--- config.mk ---
export PLATFORM = sky130hd
export DESIGN_NAME = pipeline_hazard_ctrl
export DESIGN_NICKNAME = d
export VERILOG_FILES = /design/src/rtl/pipeline_hazard_ctrl_pkg.sv /design/src/rtl/pipeline_hazard_ctrl_mem_wait.sv /design/src/rtl/pipeline_hazard_ctrl.sv
export SDC_FILE = /design/constraint.sdc
export NUM_CORES = 1
export LEC_CHECK = 0
export ABC_AREA = 1
export CORE_MARGIN = 1.5
export CORE_UTILIZATION = 47
export DETAILED_ROUTE_END_ITERATION = 10
export PLACE_DENSITY = 0.75
export SYNTH_ARGS = -nofsm -noshare
export SYNTH_HDL_FRONTEND = slang
export SYNTH_HIERARCHICAL = 1
export SYNTH_SLANG_ARGS = --single-unit
--- constraint.sdc ---
create_clock -name clk -period 3.8 [get_ports clk]
set_input_delay 0.76 -clock clk [delete_from_list [all_inputs] [get_ports clk]]
set_output_delay 0.76 -clock clk [all_outputs]
set_load 0.01 [all_outputs]
--- src/rtl/pipeline_hazard_ctrl_pkg.sv ---
// Shared definitions for the decode-stage hazard controller: register address
// width, memory-wait FSM state encoding and slot field widths.
package pipeline_hazard_ctrl_pkg;

    localparam int unsigned REG_ADDRESS_LEN = 4;

    // Slot flags: valid, wb_en, mem_read, mem_op
    localparam int unsigned SLOT_FLAG_W = 4;
    localparam int unsigned SLOT_W      = REG_ADDRESS_LEN + SLOT_FLAG_W;

    typedef enum logic {
        HZ_RUN  = 1'b0,
        HZ_WAIT = 1'b1
    } hz_state_e;

endpackage

--- src/rtl/pipeline_hazard_ctrl_mem_wait.sv ---
// Memory-wait sequencer: freezes the pipeline for MEM_WAIT_CYCLES cycles each
// time a load/store arrives in MEM, exactly once per memory op.
module mem_wait_fsm
    import pipeline_hazard_ctrl_pkg::*;
#(
    parameter int unsigned MEM_WAIT_CYCLES = 2,
    parameter int unsigned CNT_W           = 3
) (
    input  logic clk,
    input  logic rst,
    input  logic mem_op_in_mem,
    output logic freeze_all
);

    localparam bit              WAIT_EN  = (MEM_WAIT_CYCLES > 0);
    localparam logic [CNT_W-1:0] CNT_INIT = WAIT_EN ? CNT_W'(MEM_WAIT_CYCLES - 1) : '0;

    hz_state_e        state_q;
    logic [CNT_W-1:0] cnt_q;
    logic             served_q;
    logic             start_wait;

    // served_q blocks a second freeze for the op still sitting in MEM after its wait
    always_comb begin
        start_wait = 1'b0;
        freeze_all = 1'b0;
        start_wait = (state_q == HZ_RUN) & mem_op_in_mem & ~served_q & WAIT_EN;
        freeze_all = (state_q == HZ_WAIT) | start_wait;
    end

    always_ff @(posedge clk or posedge rst) begin
        if (rst) begin
            state_q  <= HZ_RUN;
            cnt_q    <= '0;
            served_q <= 1'b0;
        end else begin
            case (state_q)
                HZ_RUN: begin
                    if (start_wait) begin
                        cnt_q <= CNT_INIT;
                        if (CNT_INIT != '0) begin
                            state_q <= HZ_WAIT;
                        end else begin
                            served_q <= 1'b1;
                        end
                    end else begin
                        served_q <= 1'b0;
                    end
                end
                HZ_WAIT: begin
                    cnt_q <= cnt_q - CNT_W'(1);
                    if (cnt_q == CNT_W'(1)) begin
                        state_q  <= HZ_RUN;
                        served_q <= 1'b1;
                    end
                end
                default: begin
                    state_q <= HZ_RUN;
                end
            endcase
        end
    end

endmodule

--- src/rtl/pipeline_hazard_ctrl.sv ---
// Decode-stage hazard controller: shadows EXE/MEM destination info, stalls ID
// on RAW hazards, flushes on taken branches and freezes on data-SRAM waits.
module pipeline_hazard_ctrl
    import pipeline_hazard_ctrl_pkg::*;
#(
    parameter int unsigned REG_ADDR_W      = REG_ADDRESS_LEN,
    parameter int unsigned MEM_WAIT_CYCLES = 2,
    parameter int unsigned CNT_W           = 3
) (
    input  logic                  clk,
    input  logic                  rst,
    input  logic                  forward_en,
    input  logic [REG_ADDR_W-1:0] id_src1,
    input  logic [REG_ADDR_W-1:0] id_src2,
    input  logic                  id_two_src,
    input  logic                  id_src1_used,
    input  logic [REG_ADDR_W-1:0] id_dest,
    input  logic                  id_wb_en,
    input  logic                  id_mem_read,
    input  logic                  id_mem_write,
    input  logic                  exe_branch_taken,
    output logic                  hazard_stall,
    output logic                  flush_if_id,
    output logic                  flush_id_exe,
    output logic                  freeze_all
);

    typedef struct packed {
        logic                  valid;
        logic [REG_ADDR_W-1:0] dest;
        logic                  wb_en;
        logic                  mem_read;
        logic                  mem_op;
    } slot_t;

    slot_t exe_q, exe_d;
    slot_t mem_q, mem_d;
    slot_t id_slot;

    logic hit1_exe, hit2_exe, hit1_mem, hit2_mem;
    logic hazard;
    logic flush;

    function automatic logic slot_hit(input slot_t s, input logic [REG_ADDR_W-1:0] src);
        return s.valid & s.wb_en & (s.dest == src);
    endfunction

    mem_wait_fsm #(
        .MEM_WAIT_CYCLES (MEM_WAIT_CYCLES),
        .CNT_W           (CNT_W)
    ) u_fsm (
        .clk           (clk),
        .rst           (rst),
        .mem_op_in_mem (mem_q.valid & mem_q.mem_op),
        .freeze_all    (freeze_all)
    );

    always_comb begin
        id_slot          = '0;
        id_slot.valid    = 1'b1;
        id_slot.dest     = id_dest;
        id_slot.wb_en    = id_wb_en;
        id_slot.mem_read = id_mem_read;
        id_slot.mem_op   = id_mem_read | id_mem_write;
    end

    // WB is deliberately not compared: the register file writes on negedge
    always_comb begin
        hit1_exe = id_src1_used & slot_hit(exe_q, id_src1);
        hit2_exe = id_two_src   & slot_hit(exe_q, id_src2);
        hit1_mem = id_src1_used & slot_hit(mem_q, id_src1);
        hit2_mem = id_two_src   & slot_hit(mem_q, id_src2);
        if (forward_en) begin
            hazard = (hit1_exe | hit2_exe) & exe_q.mem_read;
        end else begin
            hazard = hit1_exe | hit2_exe | hit1_mem | hit2_mem;
        end
    end

    always_comb begin
        flush        = exe_branch_taken & ~freeze_all & ~rst;
        flush_if_id  = flush;
        flush_id_exe = flush;
        hazard_stall = hazard & ~exe_branch_taken & ~freeze_all & ~rst;
    end

    always_comb begin
        exe_d = exe_q;
        mem_d = mem_q;
        if (!freeze_all) begin
            mem_d = exe_q;
            exe_d = (hazard_stall | flush) ? '0 : id_slot;
        end
    end

    always_ff @(posedge clk or posedge rst) begin
        if (rst) begin
            exe_q <= '0;
            mem_q <= '0;
        end else begin
            exe_q <= exe_d;
            mem_q <= mem_d;
        end
    end

endmodule
# Word-level counts from Yosys, hierarchy flattened
# Cells that the tools add are included.
# totals
input_bits	21
reg_bits	20
# classes
n_eq_ne	8
bitwise	30
addsub	1
n_reduce_logical	1
n_mux	10
# op_table
op	n
1-bit bitwise AND	19
4-bit == test	4
8-bit two-way mux	1
1-bit bitwise OR	6
3-bit one-hot mux with 2 select lines	1
1-bit two-way mux	5
1-bit NOT	5
2-bit inequality test, second input constant	2
1-bit one-hot mux with 2 select lines	2
3-bit by 1-bit == test with 1-bit output, second input constant	1
3-bit two-way mux	1
3-bit by 1-bit subtractor with 3-bit output, second input constant	1
2-bit by 1-bit inequality test with 1-bit output, second input constant	1
2-bit AND reduction	1

# Depth between registers and ports, before layout
# Gate-level depths: netlist (run 1).
# logic_depth
ltp_word	12
depth_mapped	11

# Cells and area by module
# The synthesis (run 1) kept the hierarchy.
# by_module_without_submodules
module	area_per_inst_um2	n_inst	cells_per_inst	seq_area_each_um2
pipeline_hazard_ctrl	927.1	1	145	375.4
mem_wait_fsm	255.2	1	32	125.1

# Worst setup path after synthesis (run 1)
# No wires, ideal clock.
# synth_timing
path_type	input -> output
start	input port id_src1[1]
end	output port hazard_stall
path_slack_ns	1.663
required_time_ns	3.040
arrival_time_ns	1.377
stages	10
cell_sequence	inv_1 > nand2_1 > nand2_1 > nor2_1 > nand3_1 > nand2_1 > nand2_1 > nand2_2 > nand2_4 > inv_1
# synth_between
elab_chain_len	10
# synth_rtl
element	line_no	source
from (decl)	pipeline_hazard_ctrl.sv:13	input logic [REG_ADDR_W-1:0] id_src1,
4-bit == test	pipeline_hazard_ctrl.sv:45	return s.valid & s.wb_en & (s.dest == src);
1-bit bitwise AND	pipeline_hazard_ctrl.sv:45	
1-bit bitwise AND	pipeline_hazard_ctrl.sv:69	hit1_exe = id_src1_used & slot_hit(exe_q, id_src1);
1-bit bitwise OR	pipeline_hazard_ctrl.sv:74, pipeline_hazard_ctrl.sv:76	
1-bit bitwise OR (2 in a row)	pipeline_hazard_ctrl.sv:76	hazard = hit1_exe | hit2_exe | hit1_mem | hit2_mem;
1-bit two-way mux (*)	pipeline_hazard_ctrl.sv:73	if (forward_en) begin
1-bit bitwise AND (*) (3 in a row)	pipeline_hazard_ctrl.sv:84	hazard_stall = hazard & ~exe_branch_taken & ~freeze_all & ~rst;
to (decl)	pipeline_hazard_ctrl.sv:22	output logic hazard_stall,
# Every way passes the cells marked *; elsewhere a longest branch is shown, timed or not.

# Final worst setup path (run 1)
# layout_timing
start	input port id_src2[1]
end	output port hazard_stall
# layout_between
elab_chain_len	10
# layout_rtl
element	line_no	source
from (decl)	pipeline_hazard_ctrl.sv:14	input logic [REG_ADDR_W-1:0] id_src2,
4-bit == test	pipeline_hazard_ctrl.sv:45	
1-bit bitwise AND	pipeline_hazard_ctrl.sv:45	
1-bit bitwise AND	pipeline_hazard_ctrl.sv:70	hit2_exe = id_two_src & slot_hit(exe_q, id_src2);
1-bit bitwise OR	pipeline_hazard_ctrl.sv:74, pipeline_hazard_ctrl.sv:76	
1-bit bitwise OR (2 in a row)	pipeline_hazard_ctrl.sv:76	
1-bit two-way mux (*)	pipeline_hazard_ctrl.sv:73	
1-bit bitwise AND (*) (3 in a row)	pipeline_hazard_ctrl.sv:84	
# Marked as above.

==> results of run 1 <==
[area by class of cell]
class	instances	area (µm²)	area share
inverters	26	97.6	0.0664
repair buffers	25	248	0.169
multi-input cells	128	567	0.386
flip-flops and latches	20	500	0.340
clock buffers	3	22.5	0.0153
well taps	28	35.0	0.0238
[state kept, by name, summed over array words and instances (netlist names)]
signal	cells
u_fsm/state_q	1
mem_q	7
u_fsm/served_q	1
u_fsm/cnt_q	3
exe_q	8
[stage by stage]
step / hold WS [ns] / worst slack [ns] / total power, mW / utilization
after global routing: 0.508 / 0.382 / 1.11 / 0.640
after detailed placement: 0.461 / 0.550 / 0.901 / 0.630
after floorplan: 0.442 / 1.66 / 0.757 / -
after CTS: 0.488 / 0.532 / 1.00 / 0.640
after global placement: 0.451 / 0.551 / 0.877 / 0.630
final: 0.484 / 0.518 / 0.994 / 0.640
[cells by family (layout without fill, tap and decap cells)]
kind of cell	count (synthesis)	after routing	share of synthesized area
buffers and inverters	29	54	0.0974
adders and majority gates	2	2	0.0212
DFF	20	20	0.423
xor gates and xnor gates	3	3	0.0222
and+or+nand+nor	112	112	0.386
AOI/OAI and AO/OA	11	11	0.0497
[synth_stat cells]
| cell type | n | area [µm²] |
|---|---|---|
| nand2_1 | 78 | 293 |
| inv_1 | 21 | 78.8 |
| dfrtp_1 | 20 | 500 |
| nor2_1 | 16 | 60.1 |
| nand3_1 | 11 | 55.1 |
| o21ai_0 | 6 | 30.0 |
| inv_2 | 5 | 18.8 |
| a21oi_1 | 3 | 15.0 |
| xnor2_1 | 3 | 26.3 |
| buf_2 | 2 | 10.0 |
| ha_1 | 2 | 25.0 |
| buf_4 | 1 | 7.51 |
| nand2_2 | 1 | 6.26 |
| nand2_4 | 1 | 11.3 |
| nand3b_1 | 1 | 7.51 |
| nor2_2 | 1 | 6.26 |
| nor3_1 | 1 | 5.00 |
| o21ai_1 | 1 | 5.00 |
| o21ai_2 | 1 | 8.76 |
| or2_1 | 1 | 6.26 |
| or2_2 | 1 | 6.26 |
[worst min-delay path by stage]
stage | depth (start not counted) | startpoint | end
CTS | 2 | exe_q[0] | mem_q[0]
global route | 2 | mem_q[2] | mem_q[2]
detailed placement | 2 | exe_q[0] | mem_q[0]
finish | 2 | mem_q[2] | mem_q[2]
global placement | 2 | exe_q[0] | mem_q[0]
floorplan | 2 | u_fsm/cnt_q[1] | u_fsm/cnt_q[1]
[where the power goes]
group	total, mW	internal, mW	switching, mW
clock network	0.0977	0.0369	0.0608
logic	0.495	0.199	0.296
registers	0.402	0.319	0.0831
[per-layer routing]
metal | global-route usage | vias to the layer above | share of wire
met1 | 0.277 | 490 | 0.51
li1 | - | 581 | -
met5 | 0 | - | 0
met2 | 0.331 | 28 | 0.44
met4 | 0.0726 | 0 | 0.011
met3 | 0.0339 | 2 | 0.041
[worst max-delay path, stage by stage]
cell and delay (ns):
clkdlybuf4s50_1 0.51, inv_1 0.07, nand2_1 0.05, nand2_1 0.05, nor2_1 0.10, nand3_1 0.09, nand2_1 0.09, nand2_1 0.06
nand2_2 0.07, nand2_4 0.07, inv_1 0.07, clkdlybuf4s50_1 0.53
==> out/metrics.yaml, run 1 <==
yosys:
  ys_ff_latch: 20
  syn_nets: 200
  ys_types: 21
  ys_warn_count: 6
  syn_area_um2: 1180
  syn_area_per_cell_um2: 6.68
  ys_seq_area_frac: 0.423
  syn-instance-count: 177
worst_setup_path:
  worstSetupStartpointType: "input port"
  r2r_cells: 10
  crit_end: "hazard_stall"
  cp-end-kind: "output pin"
  critPathMaxFanout: 9
  required_ns: 3.04
  critPathArrivalTime_ns: 2.52
  crit_start: "id_src2[1]"
  rrSetupSlack_ns: 2.08
  rr_endpoint: "exe_q[3]"
  r2r-start: "mem_q[7]"
  crit_type: "input port to output pin"
sta:
  finalCritPeriodShare: 0.864
  tns_ns: 0
  skew_ns: 0.00341
  relSlewSlack: 0.630
  finalMaxSlewViolations: 0
  rsz0062_at_grt: "false"
  max_freq_ghz: 0.305
  setup_violations: 0
  hold_violations: 0
  worst-slew-pin-transition_ns: 0.555
  period_minus_slack_ns: 3.28
placed_design:
  placedCellCount: 227
  place_area_um2: 1450
  port-buffer-count: 24
  dp_hpwl_um: 1920
  routabilityCongestion: 0.807
grt:
  grt_first_pass_wirelength_um: 4180
  grt_pass1_vias: 1053
  grt_max_degree: 16
  grt_usage: 0.205
  antenna_found_initial: 0
  grt_overflow: 0
finish:
  syn_to_final_growth_pct: 24.3
  final_layout_size_suffix_gt1_frac: 0.0693
  fin_nets: 227
  final_area_um2: 1470
  final_cell_mix: "nand2_1, clkdlybuf4s50_1, inv_1"
  final_common_cell: "nand2_1"
  antenna_cells: 0
  final_cells: 230
  fillers: 232
cts:
  numCtsBuffers: 3
  clock-sinks: 20
  cts_resized: 0
  cts_max_path_buffers: 2
  worst_skew_pair.late_latency_ns: 0.30
  cts_hold_buf: 0
  postCtsSetupBuffers: 0
  clk_pin_slew_ns: 0.10
  cts_root_buffer: "clkbuf_4"
  cts_tree: "yes"
  cts_htree_levels: 1
run:
  cap_viol_max_count: 0
die:
  rows: 17
  core-area_um2: 2300
  io_pins: 25
  die_height_um: 53.2
  dieArea_um2: 2830
  start_util: 0.515
  die_w_um: 53.2
detailed_routing:
  drcViolationCount: 0
  routed_wirelength_um: 2460
  vias: 1101
  firstDrtPassIters: 4
  drt_iter0_markers: 30
  wl_per_cell_um: 10.7
  via_per_inst: 4.79
  ant_nets: 0
min_path:
  hold_class: "flop to flop"
power:
  ir_worst_vdd_v: 0.000578
  leakage_nw: 0.816
  cellPowerDensity_nw_per_um2: 676
status:
  status: "complete, no violations"
Power figures use the tool's default switching activity.
==> inputs of run 2 (changes only) <==
--- a/config.mk
+++ b/config.mk
@@ -12,5 +12,4 @@
 export PLACE_DENSITY = 0.75
 export SYNTH_ARGS = -nofsm -noshare
 export SYNTH_HDL_FRONTEND = slang
-export SYNTH_HIERARCHICAL = 1
 export SYNTH_SLANG_ARGS = --single-unit
==> run 2 against run 1 <==
Clock power grew 75%. Via count shrank 4.4%. Total power grew 4.4%. Worst hold slack gained 0.00051 ns. Critical path type unchanged. Clock skew grew 0.0069 ns.
==> out/metrics.yaml, run 2 <==
die:
  rows: 17  # unchanged
  die_height_um: 52.9  # -0.55%
  core-area_um2: 2280  # -0.93%
  start_util: 0.513  # -0.00124
  io_pins: 25  # unchanged
  dieArea_um2: 2790  # -1.1%
  die_w_um: 52.9  # -0.55%
worst_setup_path:
  crit_start: "id_src1[0]"
  crit_end: "hazard_stall"
  path_common_cell: "nand2_1"
  required_ns: 3.04  # about the same
  critPathArrivalTime_ns: 2.53  # about the same
  r2r-start: "mem_q[7]"
  slowest_stage: "clkdlybuf4s50_1"
  crit_cells: 12  # unchanged
  critPathTopFamily: "buffers and inverters"
  r2r_cells: 6  # -4
  worstSetupStartpointType: "input port"
  rrSetupSlack_ns: 2.39  # +0.31 ns
  rr_endpoint: "exe_q[3]"
  crit_type: "input port to output pin"
  max_stage_delay_ns: 0.53  # about the same
  cp-end-kind: "output pin"
  critPathMaxFanout: 9  # unchanged
  critPathBufInv: 4  # unchanged
  crit_path_cell_trace: "clkdlybuf4s50_1, inv_1, nand2_1, nand2_1, nor2_2, nand3b_1, nand2_1, nand2_1, nand2_2, nand2_4, inv_1, clkdlybuf4s50_1"
sta:
  setup_violations: 0  # unchanged
  holdWs_ns: 0.484  # +0.000506 ns
  tns_ns: 0  # unchanged
  setup_ws_ns: 0.515  # -0.00341 ns
  max_freq_ghz: 0.304  # -0.10%
  finalMaxSlewViolations: 0  # unchanged
  worst-slew-pin-transition_ns: 0.308  # -0.247 ns
  relSlewSlack: 0.794  # +0.164
  hold_violations: 0  # unchanged
  skew_ns: 0.0104  # +0.00694 ns
  period_minus_slack_ns: 3.29  # +0.00341 ns
  finalCritPeriodShare: 0.865  # +0.000897
  rsz0062_at_grt: "false"
placed_design:
  dp_hpwl_um: 1810  # -5.5%
  port-buffer-count: 24  # unchanged
  place_area_um2: 1430  # -0.95%
  routabilityCongestion: 0.898  # +11%
  placedCellCount: 214  # -5.7%
  pre_cts_ws_ns: 0.530  # -0.0204 ns
finish:
  final_area_um2: 1490  # +1.1%
  top_register: "exe_q"
  syn_to_final_growth_pct: 27.2
  final_common_cell: "nand2_1"
  antenna_cells: 0  # unchanged
  largest_reg_flops: 8  # unchanged
  fillers: 214  # -7.8%
  final_layout_size_suffix_gt1_frac: 0.0895  # +0.0202
  fin_nets: 214  # -5.7%
  largest_registers: "exe_q x8, mem_q x7, u_fsm.cnt_q x3"
  final_cell_mix: "nand2_1, clkdlybuf4s50_1, dfrtp_1"
  final_cells: 218  # -5.2%
  fin_util: 0.653  # +0.0131
yosys:
  async_flop_share: 1.00  # unchanged
  syn-instance-count: 164  # -7.3%
  ys_types: 23  # +9.5%
  ys_seq_area_frac: 0.428  # +0.00499
  synth_enable_flop_cells: 0  # unchanged
  synth_area_leaders: "dfrtp_1, nand2_1, inv_1"
  dominantRegCellSynth: "dfrtp_1"
  syn_nets: 187  # -6.5%
  syn_area_per_cell_um2: 7.13  # +6.7%
  synth_top_area_share: 0.428  # +0.00499
  ys_warn_count: 0  # -6
  synthTopCellsByCount: "nand2_1, dfrtp_1, inv_1"
  syn_area_um2: 1170  # -1.2%
  synth_top_area_cell: "dfrtp_1"
  ys_ff_latch: 20  # unchanged
  yosysMostFrequentCell: "nand2_1"
grt:
  grt_overflow: 0  # unchanged
  grt_first_pass_wirelength_um: 4030  # -3.6%
  grt_usage: 0.197  # -0.00855
  grt_max_degree: 29  # +13
  grt_pass1_vias: 988  # -6.2%
  antenna_found_initial: 0  # unchanged
detailed_routing:
  ant_nets: 0  # unchanged
  drcViolationCount: 0  # unchanged
  vias: 1053  # -4.4%
  routed_wirelength_um: 2340  # -5.0%
  wl_per_cell_um: 10.7  # +0.27%
  firstDrtPassIters: 4  # unchanged
  drt_iter0_markers: 41  # +37%
  via_per_inst: 4.83  # +0.90%
power:
  p_int_uw: 614  # +11%
  cellPowerDensity_nw_per_um2: 698  # +3.3%
  ir_worst_vdd_v: 0.000494  # -15%
  power_mw: 1.04  # +4.4%
  combPwrFrac: 0.458  # -0.039
  switchingPower_uw: 423  # -3.7%
  leakage_nw: 0.787  # -3.5%
  seq_power_share: 0.377  # -0.027
  p_sw_frac: 0.408  # -0.0343
  p_clk_frac: 0.165  # +0.067
status:
  status: "complete, no violations"
cts:
  cts_resized: 0  # unchanged
  cts_tree: "yes"
  numCtsBuffers: 3  # unchanged
  clk_pin_slew_ns: 0.11  # about the same
  cts_max_path_buffers: 2  # unchanged
  cts_htree_levels: 1  # unchanged
  postCtsSetupBuffers: 0  # unchanged
  cts_hold_buf: 0  # unchanged
  cts_root_buffer: "clkbuf_4"
  clock-sinks: 20  # unchanged
  worst_skew_pair.late_latency_ns: 0.30  # about the same
min_path:
  hold_class: "flop to flop"
run:
  cap_viol_max_count: 0  # unchanged
## run 2: cells by family (layout without fill, tap and decap cells)
| family | after synthesis | count (layout) | share of synthesized area |
|---|---|---|---|
| DFF | 20 | 20 | 0.428 |
| adders and majority gates | 2 | 2 | 0.0214 |
| AOI/OAI and AO/OA | 14 | 14 | 0.0653 |
| buffers and inverters | 27 | 53 | 0.0921 |
| and+or+nand+nor | 97 | 97 | 0.363 |
| xor gates and xnor gates | 4 | 4 | 0.0300 |
## run 2: worst reg2reg max path: cells and delay by family (launching register included)
| family | cells | cell delay (ns) |
|---|---|---|
| flops | 1 | 0.42 |
| simple gates | 6 | 0.88 |
## run 2: power by group through the flow
| stage | Sequential [mW] | Combinational, mW | Clock, mW |
|---|---|---|---|
| 6_report | 0.392 | 0.475 | 0.171 |
| 5_1_grt | 0.407 | 0.547 | 0.186 |
| 3_5_place_dp | 0.395 | 0.473 | 0 |
| 3_3_place_gp | 0.391 | 0.458 | 0 |
| 4_1_cts | 0.390 | 0.478 | 0.177 |
| 2_1_floorplan | 0.378 | 0.368 | 0 |
## run 2: cell type report
class                      instances  area (µm²)  area share
clock buffer                       3        22.5      0.0152
clock inverter                     1        30.0      0.0202
inverter                          24        90.1      0.0606
tap                               28        35.0      0.0236
timing repair buffer              25         248       0.167
sequential                        20         500       0.337
multi-input combinational        117         561       0.377
## run 2: worst min path at each step
stage / start / endpoint / slack [ns] / cells past startpoint
2_1_floorplan: exe_q[0] / mem_q[0] / 0.44 / 2
3_3_place_gp: exe_q[0] / mem_q[0] / 0.45 / 2
3_5_place_dp: exe_q[0] / mem_q[0] / 0.46 / 2
4_1_cts: exe_q[0] / mem_q[0] / 0.49 / 2
5_1_grt: exe_q[2] / exe_q[2] / 0.51 / 2
6_report: exe_q[0] / mem_q[0] / 0.48 / 2
## run 2: metal layers
metal  vias to the layer above  share of wire  GRT usage
met5                         -              0          0
met4                         0          0.011     0.0641
met3                         4          0.044     0.0254
met2                        30           0.43      0.313
met1                       464           0.51      0.277
li1                        555              -          -
